==> config.mk <==
export PLATFORM = sky130hd
export DESIGN_NAME = seg_scan_driver
export DESIGN_NICKNAME = d
export VERILOG_FILES = /design/src/rtl/seg_scan_driver_pkg.sv /design/src/rtl/seg_scan_driver_decoder.sv /design/src/rtl/seg_scan_driver.sv
export SDC_FILE = /design/constraint.sdc
export NUM_CORES = 1
export LEC_CHECK = 0
export ABC_AREA = 1
export BUFFER_PORTS_ARGS = -buffer_cell sky130_fd_sc_hd__buf_2
export CAP_MARGIN = 15
export CORE_ASPECT_RATIO = 2
export CORE_MARGIN = 3
export CORE_UTILIZATION = 60
export DETAILED_ROUTE_END_ITERATION = 8
export GPL_TIMING_DRIVEN = 0
export PLACE_DENSITY_LB_ADDON = 0.05
export SLEW_MARGIN = 20
export SYNTH_ARGS = -nofsm -noshare
export SYNTH_HDL_FRONTEND = slang
export SYNTH_SLANG_ARGS = --single-unit
export TNS_END_PERCENT = 50
==> constraint.sdc <==
create_clock -name clk -period 4.7 [get_ports clk]
set_clock_uncertainty 0.05 [all_clocks]
set_input_delay 0.235 -clock clk [delete_from_list [all_inputs] [get_ports clk]]
set_output_delay 0.235 -clock clk [all_outputs]
set_load 0.005 [all_outputs]
==> src/rtl/seg_scan_driver_pkg.sv <==
// Shared types and the hex-to-7-segment table for the scanned display driver.
package seg_scan_driver_pkg;

  typedef logic [3:0] nibble_t;
  typedef logic [6:0] seg7_t;   // {g,f,e,d,c,b,a}, 1 = segment lit

  typedef enum logic {
    PH_BLANK,
    PH_ON
  } phase_e;

  localparam seg7_t HEX7SEG [16] = '{
    7'h3F, 7'h06, 7'h5B, 7'h4F,   // 0 1 2 3
    7'h66, 7'h6D, 7'h7D, 7'h07,   // 4 5 6 7
    7'h7F, 7'h6F, 7'h77, 7'h7C,   // 8 9 A b
    7'h39, 7'h5E, 7'h79, 7'h71    // C d E F
  };

endpackage

==> src/rtl/seg_scan_driver_decoder.sv <==
// Combinational hex nibble to active-high 7-segment pattern.
module hex7seg_decoder
  import seg_scan_driver_pkg::*;
(
  input  nibble_t i_nib,
  output seg7_t   o_seg
);

  assign o_seg = HEX7SEG[i_nib];

endmodule

==> src/rtl/seg_scan_driver.sv <==
// Time-multiplexed 7-segment scanner with double-buffered data, anti-ghost
// blanking, PWM brightness, per-digit blanking and leading-zero suppression.
module seg_scan_driver
  import seg_scan_driver_pkg::*;
#(
  parameter int N_DIG       = 8,
  parameter int DIV         = 100000,
  parameter int BLANK_CYC   = 1000,
  parameter int AN_ACT_LOW  = 1,
  parameter int SEG_ACT_LOW = 1
) (
  input  logic               clk,
  input  logic               rst,
  input  logic [4*N_DIG-1:0] value_i,
  input  logic [N_DIG-1:0]   dp_i,
  input  logic               load_i,
  input  logic [N_DIG-1:0]   blank_i,
  input  logic               lz_en_i,
  input  logic [3:0]         bright_i,
  output logic               pending_o,
  output logic               frame_o,
  output logic [N_DIG-1:0]   AN,
  output logic [6:0]         SEG,
  output logic               DP
);

  localparam int CW = (DIV > 1) ? $clog2(DIV) : 1;
  localparam int IW = (N_DIG > 1) ? $clog2(N_DIG) : 1;

  localparam logic AN_INV  = (AN_ACT_LOW != 0);
  localparam logic SEG_INV = (SEG_ACT_LOW != 0);

  localparam logic [N_DIG-1:0] AN_OFF  = {N_DIG{AN_INV}};
  localparam seg7_t            SEG_OFF = {7{SEG_INV}};

  if (N_DIG < 1 || N_DIG > 8 || DIV < 2 || BLANK_CYC < 0 || BLANK_CYC >= DIV) begin : g_param_err
    $error("seg_scan_driver: illegal parameters N_DIG=%0d DIV=%0d BLANK_CYC=%0d",
           N_DIG, DIV, BLANK_CYC);
  end

  logic [CW-1:0]      r_ctr;
  logic [IW-1:0]      r_idx;
  logic [3:0]         r_pwm;
  logic [4*N_DIG-1:0] r_shd_val;
  logic [N_DIG-1:0]   r_shd_dp;
  logic [4*N_DIG-1:0] r_act_val;
  logic [N_DIG-1:0]   r_act_dp;
  logic               r_pending;
  logic [N_DIG-1:0]   r_an;
  seg7_t              r_seg;
  logic               r_dp;

  logic               w_ctr_last;
  logic               w_idx_last;
  logic               w_frame;
  phase_e             w_phase;
  nibble_t            w_nib;
  seg7_t              w_seg;
  logic               w_dp_sel;
  logic               w_blank_sel;
  logic               w_zero_sel;
  logic [N_DIG-1:0]   w_zero_hi;
  logic               w_run;
  logic               w_lit;
  logic [N_DIG-1:0]   w_an_hot;

  assign w_ctr_last = (r_ctr == CW'(DIV - 1));
  assign w_idx_last = (r_idx == IW'(N_DIG - 1));
  assign w_frame    = w_ctr_last && w_idx_last;
  assign w_phase    = (r_ctr < CW'(BLANK_CYC)) ? PH_BLANK : PH_ON;

  // w_zero_hi[k]: active nibbles k..N_DIG-1 are all zero (built from the top down).
  always_comb begin
    w_zero_hi = '0;
    w_run     = 1'b1;
    for (int unsigned i = 0; i < N_DIG; i++) begin
      w_run = w_run && (r_act_val[4*(N_DIG-1-i) +: 4] == 4'h0);
      w_zero_hi[N_DIG-1-i] = w_run;
    end
  end

  always_comb begin
    w_nib       = '0;
    w_dp_sel    = 1'b0;
    w_blank_sel = 1'b0;
    w_zero_sel  = 1'b0;
    for (int unsigned k = 0; k < N_DIG; k++) begin
      if (r_idx == IW'(k)) begin
        w_nib       = r_act_val[4*k +: 4];
        w_dp_sel    = r_act_dp[k];
        w_blank_sel = blank_i[k];
        w_zero_sel  = (k != 0) && w_zero_hi[k];
      end
    end
  end

  assign w_lit = (w_phase == PH_ON) && (r_pwm <= bright_i) && !w_blank_sel
              && !(lz_en_i && w_zero_sel);

  always_comb begin
    w_an_hot = '0;
    for (int unsigned k = 0; k < N_DIG; k++) begin
      if (r_idx == IW'(k)) w_an_hot[k] = w_lit;
    end
  end

  hex7seg_decoder u_dec (
    .i_nib (w_nib),
    .o_seg (w_seg)
  );

  always_ff @(posedge clk) begin
    if (rst) begin
      r_ctr <= '0;
      r_idx <= '0;
      r_pwm <= '0;
    end else begin
      if (w_ctr_last) begin
        r_ctr <= '0;
        r_idx <= w_idx_last ? '0 : r_idx + 1'b1;
      end else begin
        r_ctr <= r_ctr + 1'b1;
      end
      r_pwm <= (r_ctr == CW'(BLANK_CYC)) ? '0 : r_pwm + 1'b1;
    end
  end

  // Active copy only changes on the frame boundary, so a frame never mixes old and new digits.
  always_ff @(posedge clk) begin
    if (rst) begin
      r_shd_val <= '0;
      r_shd_dp  <= '0;
      r_act_val <= '0;
      r_act_dp  <= '0;
      r_pending <= 1'b0;
    end else begin
      if (load_i) begin
        r_shd_val <= value_i;
        r_shd_dp  <= dp_i;
      end
      if (w_frame && r_pending) begin
        r_act_val <= r_shd_val;
        r_act_dp  <= r_shd_dp;
      end
      if (load_i) begin
        r_pending <= 1'b1;
      end else if (w_frame) begin
        r_pending <= 1'b0;
      end
    end
  end

  always_ff @(posedge clk) begin
    if (rst) begin
      r_an  <= AN_OFF;
      r_seg <= SEG_OFF;
      r_dp  <= SEG_INV;
    end else begin
      r_an  <= w_an_hot ^ AN_OFF;
      r_seg <= w_lit ? (w_seg ^ SEG_OFF) : SEG_OFF;
      r_dp  <= w_lit ? (w_dp_sel ^ SEG_INV) : SEG_INV;
    end
  end

  assign pending_o = r_pending;
  assign frame_o   = w_frame;
  assign AN        = r_an;
  assign SEG       = r_seg;
  assign DP        = r_dp;

endmodule

Word level (Yosys, flattened, before mapping):

Memories as Yosys holds them, arrays and structs flattened.
Cells that the tools add are included.

* reductions and logical operators: 26
* eq/ne operators: 9
* $add $sub $neg: 3
* bitwise operators: 5
* muxes and demuxes: 45
* magnitude comparators: 3

Operators with widths (number)
* $mux W1: 34
* $mux W4: 8
* $logic_not A4 Y1: 7
* $add A17 B1 Y17 const B: 1
* $eq A17 B10 Y1 const B: 1
* $eq A17 B17 Y1 const B: 1
* $lt A17 B10 Y1 const B: 1
* $mux W7: 2
* $eq A3 B3 Y1 const B: 4
* $logic_and A1 B1 Y1: 12
* $not A8 Y8: 1
* $not A7 Y7: 1
* $eq A3 B2 Y1 const B: 2
* $reduce_or A2 Y1: 3
* $ge A5 B5 Y1 const B: 1
* $not A4 Y5: 1
* $add A4 B1 Y4 const B: 1
* $le A4 B4 Y1: 1
* $add A3 B1 Y3 const B: 1
* $eq A3 B1 Y1 const B: 1
* $logic_not A3 Y1: 1
* $mux W3: 1
* $logic_not A1 Y1: 2
* $not A1 Y1: 2
* $reduce_bool A2 Y1: 1

* bits in registers: 121
* memory bits (read-only): 112
* memories: 1
* logic and storage cells: 103

Memories
* (no name shown): depth 16, bits a word 7, rd ports 1, clocked after Yosys merged registers in 0, write ports 0, line seg_scan_driver_decoder.sv:9 `assign o_seg = HEX7SEG[i_nib];`

Longest topological paths before layout:

Gate-level depths: netlist of the first run.

* depth after elaboration: 19
* gate-level depth with buffers: 20
* mapped depth without buffers: 19

Hierarchy:

Synthesis of the first run repeated with hierarchy kept, for this count alone.

* cells, all modules: 744
* area, all modules: 5447.7 um^2

By module, submodules not included
* seg_scan_driver: area an instance 5177.5 um^2, times used 1, cells an instance 692
* hex7seg_decoder: area an instance 270.3 um^2, times used 1, cells an instance 52

Worst setup path before layout of the first run:

Ideal clock, no wire load.

* path kind: register to register
* start point: reg r_idx[0]
* end point: reg r_seg[3] (netlist: SEG[3])
* arrival time: 2.139 ns
* setup slack: 2.383 ns
* stages on the path, launching flop included: 16
* buffers on the path: 0
* period minus slack after synthesis: 2.317 ns
* cells stage by stage: dfxtp_1 -> ha_1 -> ha_1 -> clkinv_1 -> or2_2 -> nand3_1 -> nand2_1 -> nand2_1 -> nand2_1 -> nand2_1 -> inv_1 -> ha_1 -> inv_1 -> nand2_1 -> nand3_1 -> nand3_1

* longest elaborated chain between the ends: 14

RTL lines
* start, declared: line seg_scan_driver.sv:42 `logic [IW-1:0] r_idx;`
* start signal, assigned: line seg_scan_driver.sv:120 `r_idx <= w_idx_last ? '0 : r_idx + 1'b1;`
* $logic_not A3 Y1: line seg_scan_driver.sv:88 `if (r_idx == IW'(k)) begin`
* $mux W4 / $mux W1 (equally long branches) (8 in series): line seg_scan_driver.sv:88
* $not A4 Y5 (implied by the code) / $logic_not A1 Y1 (equally long branches): line seg_scan_driver_decoder.sv:9, seg_scan_driver.sv:97
* $mem_v2 Z16 W7 / $logic_and A1 B1 Y1 (equally long branches)
* $mux W7 (implied by the code) / $logic_and A1 B1 Y1 (equally long branches): line seg_scan_driver_decoder.sv:9, seg_scan_driver.sv:98
* $mux W7 (implied by the code) / $not A1 Y1 (equally long branches)
* $not A7 Y7 (no line) / $reduce_or A2 Y1 (equally long branches)
* end signal, assigned: line seg_scan_driver.sv:160 `r_seg <= w_lit ? (w_seg ^ SEG_OFF) : SEG_OFF;`
* end, declared: line seg_scan_driver.sv:50 `seg7_t r_seg;`

Parallel ways exist; a longest one is shown, timed or not. The select of a mux whose other input is x is not followed.
A chain may end at the register's enable or synchronous reset.

Final worst setup path of the first run:

* start point: reg r_idx[1]
* end point: reg r_seg[5] (netlist: SEG[5])

Same word-level chain as after synthesis.

==> summary.md, run 1 <==
| Metric | Value |
|---|---|
| Asr flop ratio synth | `0%` |
| Total die area | `10500 um^2` |
| Pins Over Slew Limit | `0` |
| Drt drc | `0` |
| Sequential Power Share | `45.4%` |
| First DRT Iteration DRCs | `233` |
| Fmax | `0.360 GHz` |
| Cell Area, Synth | `5520 um^2` |
| RR Startpoint | `r_idx[1]$_SDFFE_PP0N_` |
| R2R setup slack | `1.93 ns` |
| VDD IR max | `0.277 mV` |
| Crit Path Max Fanout | `10` |
| Clock Tree Root | `clkbuf_16` |
| Slowest library cell on the worst path | `dfxtp_1` |
| TritonCTS Sinks | `121` |
| Avg Cell Area, Syn | `7.21 um^2` |
| Cell mode on critical path | `nand2_1` |
| Synthesis Warnings | `0` |
| Top post-synthesis cells by area | `dfxtp_1 44%, nand2_1 9.2%, nor2_1 8.8%` |
| Worst path max stage delay | `0.38 ns` |
| Final Cycle Share | `59.0%` |
| Final core occ | `75.2%` |
| Synth area leader | `dfxtp_1` |
| Worst setup endpoint | `SEG[5]$_SDFF_PP1_` |
| Normalized max-slew margin | `68.3%` |
| WL/cell | `13.8 um` |
| Worst r2r dst | `SEG[5]$_SDFF_PP1_` |
| Critical path type | `reg -> reg` |
| Pin count of the biggest net entering global routing | `17` |
| Origin of the worst setup path | `r_idx[1]$_SDFFE_PP0N_` |
| Worst min path class | `in -> reg` |
| Cts repair resizes | `0` |
| #FFs+latches synth | `121` |
| Total wire length | `13500 um` |
| Leakage power | `2.97 nW` |
| Worst setup SP type | `flip-flop` |
| GPL Wtd Cong | `0.908` |
| Post-synthesis net count | `841` |
| Layout Area Growth over Synthesis | `20.2%` |
| Synth cell types | `35` |
| Endpoint class of the critical path | `flip-flop` |
| Vias per inst | `5.39` |
| Critical Path RT | `4.94 ns` |
| Nets@finish | `941` |
| Max Root-Sink Buffers | `2` |
| Sequential fraction of the synthesis area | `43.9%` |
| Die Y | `142 um` |
| Overall fraction of global-route tracks in use | `27.6%` |
| I/O pin count | `74` |
| Worst-Margin Slew | `0.475 ns` |
| Clk_lat worst skew | `0.41 ns` |
| Sw Ratio | `21.7%` |
| Setup_tns | `0 ns` |
| Reg2reg path depth | `15` |
| Synth Flop Type | `dfxtp_1` |
| Worst EP arrival | `3.01 ns` |
| NetSw | `0.511 mW` |
| Synthesized netlist cell count | `766` |
| Layout cells sized above 1 | `14.7%` |
| CTS buffer count | `17` |
| Vias in the first global route | `5141` |
| Status | `completed` |
| Setup-failing EPs final | `0` |
| Clock Power Share | `49.7%` |
| Power Density | `355 nW/um^2` |
| Htree depth | `4` |
| DIE WIDTH | `73.8 um` |
| Post-synth EDFFs | `0` |
| Area share of the largest cell type after synthesis | `43.9%` |
| HPWL Detailed | `10200 um` |
| Core Area | `8830 um^2` |
| Cell Rows | `48` |
| DR vias | `5264` |
| Crit-path cells | `ha_1 -> ha_1 -> clkinv_1 -> or2_2 -> nand3_1 -> nand2_1 -> nand2_1 -> nand2_1 -> nand2_1 -> inv_1 -> ha_1 -> nand2_1 -> o21ai_0 -> nand2_1 -> nand3_1` |
| Final Hold Viols | `0` |
| First-pass GRT wire length | `22400 um` |
| Port buffer count | `72` |
| Max_cap viols | `0` |
| Int Pwr | `1.85 mW` |
| Initial antenna violation count | `0` |
| RSZ-0062 raised after global routing | `false` |
| TritonCTS clock tree | `built` |
| Post-CTS Setup Bufs | `0` |
| DRT antenna net count | `0` |
| Gate power share | `4.9%` |
| Initial Utilization | `62.6%` |
| Detailed Routing Iterations Pass 1 | `6` |
| Final min period | `2.77 ns` |
| CTS clk-pin slew, worst paths | `0.05 ns` |
| ANT cells | `0` |
| Total gr overflow | `0` |
-- placed cells by master, fill, tap and decap left out, types with 3 or more instances in the layout --
master	n
a211oi_1	22
a21oi_1	35
and3_1	3
buf_2	76
buf_4	5
buf_6	4
clkbuf_1	24
clkbuf_16	17
clkinv_1	3
clkinv_2	4
dfxtp_1	121
dlygate4sd3_1	9
ha_1	19
inv_1	84
nand2_1	135
nand2_2	3
nand3_1	37
nand4_1	6
nor2_1	129
nor3_1	51
nor3b_1	3
nor4_1	6
o21ai_0	50
or2_2	5
xor2_1	3
-- cells in the mapped netlist (4+ instances only) --
library cell,n
nor4_1,6
nand3_1,37
nor3_1,51
a21oi_1,35
buf_4,5
nand2_1,135
inv_1,84
ha_1,19
dfxtp_1,121
o21ai_0,50
clkbuf_1,21
nor2_1,129
buf_2,4
a211oi_1,22
buf_6,4
or2_2,5
nand4_1,6
-- metal layers --
metal | routed length [um] | vias up | GRT usage (%)
li1 | - | 2681 | -
met1 | 4960 | 2399 | 27.2
met2 | 7650 | 146 | 52.1
met3 | 450 | 38 | 5.18
met4 | 453 | 0 | 13.7
met5 | 0 | - | 0
-- metrics by stage --
stage / instance area [um^2] / setup WS, ns / power [mW] / std cells / hold WS [ns]
floorplan: 5520 / 2.38 / 1.15 / 766 / 0.320
global placement: 6010 / 2.00 / 1.19 / 938 / 0.392
detailed placement: 6010 / 1.97 / 1.20 / 938 / 0.403
CTS: 6640 / 1.92 / 2.37 / 977 / 0.0000702
global route: 6640 / 1.69 / 2.44 / 977 / 0.00161
finish: 6640 / 1.93 / 2.36 / 977 / 0.00732
-- power by group through the flow --
stage	clock network, mW	registers, mW	logic, mW
2_1_floorplan	0	1.09	0.0668
3_3_place_gp	0	1.09	0.105
3_5_place_dp	0	1.09	0.111
4_1_cts	1.18	1.07	0.118
5_1_grt	1.23	1.07	0.135
6_report	1.17	1.07	0.117
-- worst max-delay path, delay by kind of cell (launching register included) --
family	cells	cell delay, ns
simple gates	9	1.07
compound gates	1	0.10
buf+inv	2	0.39
fa+ha+maj	3	0.66
flops	1	0.38
-- cells by family (layout without fill, tap and decap cells) --
group           Yosys count  in the layout  share of synthesized area, %
buf+inv                 124            235                          9.49
flops                   121            121                          43.9
fa+ha+maj                19             19                          4.30
compound gates          113            113                          11.6
simple gates            384            384                          29.9
xor+xnor                  5              5                         0.793
-- state kept, by name, summed over array words and instances, names as in the netlist --
| name | count |
|---|---|
| r_act_val | 32 |
| r_shd_val | 32 |
| r_ctr | 17 |
| AN | 8 |
| r_act_dp | 8 |
| r_shd_dp | 8 |
| SEG | 7 |
| r_pwm | 4 |
| r_idx | 3 |
| DP | 1 |
| pending_o | 1 |
-- worst min path at each step --
stage,startpoint,end,slack [ns],cells past startpoint
after global placement,r_pwm[0]$_SDFF_PP0_,r_pwm[0]$_SDFF_PP0_,0.39,1
after CTS,value_i[22],r_shd_val[22]$_SDFFE_PP0P_,0.00007,3
final,value_i[14],r_shd_val[14]$_SDFFE_PP0P_,0.007,3
after global routing,value_i[26],r_shd_val[26]$_SDFFE_PP0P_,0.002,3
after floorplan,value_i[12],r_shd_val[12]$_SDFFE_PP0P_,0.32,2
after detailed placement,r_shd_val[4]$_SDFFE_PP0P_,r_shd_val[4]$_SDFFE_PP0P_,0.40,2
-- cell type report --
| class | instances | area [um^2] |
|---|---|---|
| plain buffers | 34 | 181 |
| clock buffers | 22 | 464 |
| clock inverters | 8 | 73.8 |
| fillers | 687 | 2190 |
| inverters | 90 | 343 |
| multi-input cells | 521 | 2580 |
| flip-flops and latches | 121 | 2420 |
| well taps | 100 | 125 |
| repair buffers | 81 | 450 |
-- timing repair --
action                                  in CTS  in global routing
hold buffers                                 9                  0
endpoints found under the setup margin       0                  0
hold endpoints to repair                     9                  0
Power figures use the tool's default switching activity.
==> inputs of run 2 (changes only) <==
--- a/config.mk
+++ b/config.mk
@@ -10,7 +10,7 @@
 export CAP_MARGIN = 15
 export CORE_ASPECT_RATIO = 2
 export CORE_MARGIN = 3
-export CORE_UTILIZATION = 60
+export CORE_UTILIZATION = 57
 export DETAILED_ROUTE_END_ITERATION = 8
 export GPL_TIMING_DRIVEN = 0
 export PLACE_DENSITY_LB_ADDON = 0.05
==> constraint.sdc (replaced) <==
create_clock -name clk -period 2.8 [get_ports clk]
set_clock_uncertainty 0.05 [all_clocks]
set_input_delay 0.14 -clock clk [delete_from_list [all_inputs] [get_ports clk]]
set_output_delay 0.14 -clock clk [all_outputs]
set_load 0.005 [all_outputs]
==> run 2 against run 1 <==
  * Setup slack worse by 1.7 ns
  * Count of clock-buffer cells in the layout is 3 higher
  * Wire length is 4.0% higher
  * Flip-flop and latch count stayed put
  * Core utilization is 0.38 points higher
  * Highest routed layer unchanged
  * Critical path depth stayed put
  * Clock power is 100% higher
  * Non-clock buffer count is 33 higher
  * Largest power group unchanged
  * Combinational power is 96% higher
==> summary.md, run 2 (synthesized netlist as in run 1, its figures left out) <==
| Metric | Value |
|---|---|
| Status | `completed` |
| WL/cell | `13.8 um (+0.12%)` |
| Vias per inst | `5.27 (-2.2%)` |
| Clk_lat worst skew | `0.41 ns (about the same)` |
| Overall fraction of global-route tracks in use | `27.4% (-0.20 points)` |
| Final Cycle Share | `90.3% (+31 points)` |
| ANT cells | `0 (unchanged)` |
| GPL Wtd Cong | `0.907 (about the same)` |
| Initial Utilization | `58.9% (-3.7 points)` |
| Endpoint class of the critical path | `flip-flop` |
| Worst min path class | `in -> reg` |
| I/O pin count | `74 (unchanged)` |
| HPWL Detailed | `10300 um (+0.91%)` |
| Core Area | `9380 um^2 (+6.3%)` |
| Max_cap viols | `0 (unchanged)` |
| Htree depth | `4 (unchanged)` |
| Detailed Routing Iterations Pass 1 | `4 (-2)` |
| Initial antenna violation count | `0 (unchanged)` |
| Worst EP arrival | `2.76 ns (-0.25 ns)` |
| Leakage power | `3.16 nW (+6.6%)` |
| Pins Over Slew Limit | `0 (unchanged)` |
| Port buffer count | `72 (unchanged)` |
| RSZ-0062 raised after global routing | `false` |
| Origin of the worst setup path | `r_idx[0]$_SDFFE_PP0N_` |
| Max Root-Sink Buffers | `2 (unchanged)` |
| Critical Path RT | `3.03 ns (-1.91 ns)` |
| Fmax | `0.395 GHz (+9.7%)` |
| Worst-Margin Slew | `0.456 ns (-0.0190 ns)` |
| CTS buffer count | `17 (unchanged)` |
| CP delay by family, top | `simple AND/OR/NAND/NOR gates` |
| Total die area | `11000 um^2 (+4.9%)` |
| Crit-path cells | `ha_1 -> ha_2 -> clkinvlp_4 -> or2_2 -> nand3_1 -> nand2_1 -> nand2_1 -> nand2_1 -> nand2_2 -> inv_1 -> ha_1 -> nand2_1 -> o21ai_0 -> nand2_1 -> nand3_1` |
| Biggest regs | `r_act_val x32, r_shd_val x32, r_ctr x17` |
| Setup_tns | `0 ns (unchanged)` |
| Crit path buf inv count | `2 (unchanged)` |
| RR Startpoint | `r_idx[0]$_SDFFE_PP0N_` |
| TritonCTS Sinks | `121 (unchanged)` |
| Worst path max stage delay | `0.38 ns (about the same)` |
| Cell mode on critical path | `nand2_1` |
| DRT antenna net count | `0 (unchanged)` |
| Slowest library cell on the worst path | `dfxtp_1` |
| Normalized max-slew margin | `69.6% (+1.3 points)` |
| Nets@finish | `974 (+3.5%)` |
| # fillers | `736 (+7.1%)` |
| CTS clk-pin slew, worst paths | `0.05 ns (about the same)` |
| First DRT Iteration DRCs | `230 (-1.3%)` |
| DIE WIDTH | `75.6 um (+2.4%)` |
| Final min period | `2.53 ns (-0.246 ns)` |
| Crit Path Max Fanout | `7 (-3)` |
| Total gr overflow | `0 (unchanged)` |
| Power Density | `620 nW/um^2 (+74%)` |
| Total wire length | `14100 um (+4.0%)` |
| Worst setup SP type | `flip-flop` |
| Layout Area Growth over Synthesis | `28.4%` |
| Leading cell type in the layout, fill and taps excluded | `nand2_1` |
| First-pass GRT wire length | `23400 um (+4.3%)` |
| Final Hold Viols | `0 (unchanged)` |
| Critical path type | `reg -> reg` |
| Setup-failing EPs final | `0 (unchanged)` |
| Cell Rows | `50 (+4.2%)` |
| Most frequent cells in the layout | `134 x nand2_1, 128 x nor2_1, 121 x dfxtp_1` |
| Hold Crit Start | `dp_i[7]` |
| DR vias | `5348 (+1.6%)` |
| Die Y | `145 um (+2.5%)` |
| Drt drc | `0 (unchanged)` |
| Pin count of the biggest net entering global routing | `17 (unchanged)` |
| Layout cells sized above 1 | `15.4% (+0.66 points)` |
| Clock Tree Root | `clkbuf_16` |
| VDD IR max | `0.657 mV (+140%)` |
| Final Power | `4.39 mW (+86%)` |
| TritonCTS clock tree | `built` |
| Vias in the first global route | `5351 (+4.1%)` |
| Final core occ | `75.5% (+0.38 points)` |
==> run 2: worst register-to-register path, delay by kind of cell, from the launching register on <==
| family | cells | cell delay (ns) |
|---|---|---|
| compound gates | 1 | 0.09 |
| fa+ha+maj | 3 | 0.69 |
| buf+inv | 2 | 0.26 |
| flops | 1 | 0.38 |
| simple gates | 9 | 0.94 |
==> run 2: layout make-up <==
cell class                      instances  area (um^2)  area share (%)
Multi-Input combinational cell        521         2590            36.5
Sequential cell                       121         2420            34.2
Timing Repair Buffer                  114          773            10.9
Clock buffer                           25          515            7.27
Inverter                               90          347            4.89
Buffer                                 34          181            2.56
Clock inverter                          6          134            1.89
Tap cell                              104          130            1.84
==> run 2: worst paths after layout <==
| check | endpoint | slack [ns] | cells after the start |
|---|---|---|---|
| max | SEG[5]$_SDFF_PP1_ | 0.27 | 15 |
| min | r_shd_dp[7]$_SDFFE_PP0P_ | 0.02 | 3 |
| max reg2reg | SEG[5]$_SDFF_PP1_ | 0.27 | 15 |
| min reg2reg | r_shd_val[6]$_SDFFE_PP0P_ | 0.40 | 2 |
==> run 2: report_power, final <==
group / switching (mW) / internal, mW / total [mW]
registers: 0.0236 / 1.77 / 1.80
clock network: 0.741 / 1.63 / 2.37
logic: 0.121 / 0.108 / 0.229
total: 0.886 / 3.51 / 4.39
==> run 2: timing repair <==
| action | in CTS | in global routing |
|---|---|---|
| hold endpoints to repair | 39 | 0 |
| buffers inserted | 0 | 3 |
| hold buffers | 39 | 0 |
| endpoints found under the setup margin | 0 | 7 |
| resized for setup | 0 | 6 |
==> run 2: metal layers <==
layer | global-route usage (%) | part of all wire (%) | up-vias
met5 | 0 | 0 | -
met4 | 14.4 | 4.0 | 0
met3 | 5.20 | 3.5 | 45
met2 | 50.2 | 55 | 125
met1 | 27.1 | 37 | 2434
li1 | - | - | 2744
==> run 2: through the flow <==
stage,setup slack (ns),hold WS (ns),cells,area (um^2)
floorplan,0.483,0.225,766,5520
global placement,0.0425,0.311,942,6010
detailed placement,0.0216,0.317,942,6010
CTS,0.0122,0.00318,1012,7050
global route,0.0517,0.0170,1015,7090
finish,0.271,0.0227,1015,7090
==> inputs of run 3 (changes only) <==
--- a/config.mk
+++ b/config.mk
@@ -8,7 +8,7 @@
 export ABC_AREA = 1
 export BUFFER_PORTS_ARGS = -buffer_cell sky130_fd_sc_hd__buf_2
 export CAP_MARGIN = 15
-export CORE_ASPECT_RATIO = 2
+export CORE_ASPECT_RATIO = 1.75
 export CORE_MARGIN = 3
 export CORE_UTILIZATION = 57
 export DETAILED_ROUTE_END_ITERATION = 8
==> constraint.sdc (replaced) <==
create_clock -name clk -period 2.8 [get_ports clk]
set_clock_uncertainty 0.05 [all_clocks]
set_input_delay 0.28 -clock clk [delete_from_list [all_inputs] [get_ports clk]]
set_output_delay 0.28 -clock clk [all_outputs]
set_load 0.005 [all_outputs]
==> run 3 against run 2 <==
  * Setup slack got worse by 0.021 ns
  * Non-clock buffer count decreased by 39
  * Cell count decreased by 2.3%
  * Count of clock-buffer cells in the layout decreased by 2
  * Hold slack improved by 0.020 ns
  * Register-to-register slack got worse by 0.02 ns
  * Wire length decreased by 2.2%
  * Core utilization decreased by 3.8 points
  * Global-route usage decreased by 0.49 points
  * Via count decreased by 1.6%
  * Sequential power about the same
==> summary.md, run 3 (synthesized netlist as in run 1, its figures left out) <==
| Metric | Value |
|---|---|
| Worst-Margin Slew | `0.463 ns (+0.00724 ns)` |
| Core Area | `9270 um^2 (-1.3%)` |
| Biggest regs | `r_act_val x32, r_shd_val x32, r_ctr x17` |
| Vias per inst | `5.30 (+0.63%)` |
| Endpoint class of the critical path | `flip-flop` |
| Leakage power | `2.96 nW (-6.4%)` |
| Final Power | `4.13 mW (-6.1%)` |
| Layout Area Growth over Synthesis | `20.4%` |
| Worst path max stage delay | `0.33 ns (-0.05 ns)` |
| Placement Cell Area | `6030 um^2 (+0.33%)` |
| CTS clk-pin slew, worst paths | `0.05 ns (about the same)` |
| Nets@finish | `935 (-4.0%)` |
| Worst setup SP type | `flip-flop` |
| Slowest library cell on the worst path | `dfxtp_1` |
| Status | `completed` |
| Cell mode on critical path | `nand2_1` |
| Total die area | `11000 um^2 (-0.22%)` |
| CTS buffer count | `17 (unchanged)` |
| DRT antenna net count | `0 (unchanged)` |
| Detailed Routing Iterations Pass 1 | `5 (+1)` |
| Overall fraction of global-route tracks in use | `26.9% (-0.49 points)` |
| Pin count of the biggest net entering global routing | `17 (unchanged)` |
| Crit-path cells | `inv_1 -> ha_1 -> inv_1 -> nor2_2 -> nand3_1 -> nand2_1 -> nand2_1 -> nand2_1 -> nand2_1 -> nand2_1 -> nand2_1 -> nand2_1 -> inv_1 -> ha_1 -> inv_1 -> nand2_1 -> nand3_1 -> nand3_1` |
| Crit Path Max Fanout | `5 (-2)` |
| First-pass GRT wire length | `23000 um (-1.9%)` |
| Crit. path cell count | `18 (+3)` |
| Power Density | `621 nW/um^2 (+0.15%)` |
| Critical path type | `reg -> reg` |
| Setup_tns | `0 ns (unchanged)` |
| Vias in the first global route | `5128 (-4.2%)` |
| TritonCTS Sinks | `121 (unchanged)` |
| Post-route design area | `6650 um^2 (-6.2%)` |
| Leading cell type in the layout, fill and taps excluded | `nand2_1` |
| Detailed-routed wire length on met2 | `7580 um (-2.8%)` |
| Clock Tree Root | `clkbuf_16` |
| First DRT Iteration DRCs | `258 (+12%)` |
| Top Layer Used | `met4` |
| VDD IR max | `0.512 mV (-22%)` |
| Most frequent cells in the layout | `134 x nand2_1, 128 x nor2_1, 121 x dfxtp_1` |
| Worst EP arrival | `2.79 ns (+0.03 ns)` |
| Max_cap viols | `0 (unchanged)` |
| Final Hold Viols | `0 (unchanged)` |
| Total wire length | `13700 um (-2.2%)` |
| I/O pin count | `74 (unchanged)` |
| Critical Path RT | `3.04 ns (about the same)` |
| Worst r2r dst | `SEG[3]$_SDFF_PP1_` |
| Initial antenna violation count | `0 (unchanged)` |
| Crit path buf inv count | `4 (+2)` |
| Cell Rows | `46 (-8.0%)` |
| Max Root-Sink Buffers | `2 (unchanged)` |
| Port buffer count | `72 (unchanged)` |
| R2R setup slack | `0.25 ns (-0.02 ns)` |
| RR Startpoint | `r_idx[0]$_SDFFE_PP0N_` |
| Reg2reg path depth | `18 (+3)` |
| Setup-failing EPs final | `0 (unchanged)` |
| Hold path depth | `3 (unchanged)` |
| TritonCTS clock tree | `built` |
| Layout cells sized above 1 | `15.6% (+0.23 points)` |
| Initial Utilization | `59.6% (+0.75 points)` |
| Total gr overflow | `0 (unchanged)` |
| HPWL Detailed | `10200 um (-1.1%)` |
| Pins Over Slew Limit | `0 (unchanged)` |
| Post-Place Cells | `958 (+1.7%)` |
| Clk_lat worst skew | `0.41 ns (about the same)` |
| Non-filler cells, final | `992 (-2.3%)` |
| Fmax | `0.392 GHz (-0.81%)` |
| DR vias | `5260 (-1.6%)` |
| ANT cells | `0 (unchanged)` |
| WL/cell | `13.9 um (about the same)` |
| Die Y | `136 um (-6.2%)` |
| DIE WIDTH | `80.4 um (+6.4%)` |
| Worst min path class | `in -> reg` |
| Final min period | `2.55 ns (+0.0206 ns)` |
| Drt drc | `0 (unchanged)` |
| Final Cycle Share | `91.0% (+0.73 points)` |
| Worst hold endpoint | `r_shd_val[23]$_SDFFE_PP0P_` |
| RSZ-0062 raised after global routing | `false` |
| Normalized max-slew margin | `69.1% (-0.48 points)` |
| WL met1 | `5190 um (about the same)` |
| Hold Crit Start | `value_i[23]` |
| Hold_buf cts | `0 (-100%)` |
| Htree depth | `4 (unchanged)` |
| CP delay by family, top | `simple AND/OR/NAND/NOR gates` |
| GPL Wtd Cong | `0.928 (+2.3%)` |
| WL met3 | `558 um (+12%)` |
==> run 3: changes by cell type in the layout (fill, tap and decap cells not counted) <==
cell	change
bufinv_16	-1
clkbuf_1	+3
clkbuf_8	-5
clkinv_2	+2
clkinvlp_4	+1
dlygate4sd3_1	-39
inv_1	+1
inv_2	-1
==> run 3: metrics by stage <==
stage	hold slack, ns	worst slack, ns	utilization, %
floorplan	0.365	0.483	-
global placement	0.395	0.102	65.1
detailed placement	0.403	0.0255	65.1
CTS	0.0400	0.0123	71.4
global route	0.0455	0.0422	71.8
finish	0.0429	0.251	71.8
==> run 3: routing by layer <==
layer,up-vias,track usage [%]
met5,-,0
met4,0,12.5
met3,35,6.30
met2,138,50.8
met1,2426,26.9
li1,2661,-
==> run 3: worst max-delay path by stage <==
stage	from	end	slack (ns)
4_1_cts	r_idx[1]$_SDFFE_PP0N_	SEG[3]$_SDFF_PP1_	0.01
6_report	r_idx[0]$_SDFFE_PP0N_	SEG[3]$_SDFF_PP1_	0.25
3_3_place_gp	r_idx[1]$_SDFFE_PP0N_	SEG[3]$_SDFF_PP1_	0.10
3_5_place_dp	r_idx[1]$_SDFFE_PP0N_	SEG[3]$_SDFF_PP1_	0.03
5_1_grt	r_idx[0]$_SDFFE_PP0N_	SEG[3]$_SDFF_PP1_	0.04
2_1_floorplan	r_idx[0]$_SDFFE_PP0N_	SEG[3]$_SDFF_PP1_	0.48
==> run 3: power by group <==
group          leakage, nW  total (mW)  switching, mW  internal (mW)
Clock                0.281        2.15          0.733           1.41
Combinational         1.69       0.184          0.112         0.0724
Sequential           0.987        1.80         0.0239           1.77
==> run 3: cell type report <==
type	count	area, um^2
tap	120	150
clock buffer	23	458
timing repair buffer	75	383
inverter	90	347
sequential	121	2420
buffer	34	181
fill	772	2620
clock inverter	8	121
multi-input combinational	521	2590
==> run 3: worst min-delay path: stages <==
cell,delay (ns)
buf_2,0.07
nor2_1,0.03
nor2_1,0.08
==> run 3: repair_timing <==
action,in CTS,in global routing
setup buffers,0,3
endpoints found under the setup margin,0,7
gates resized for setup,0,5
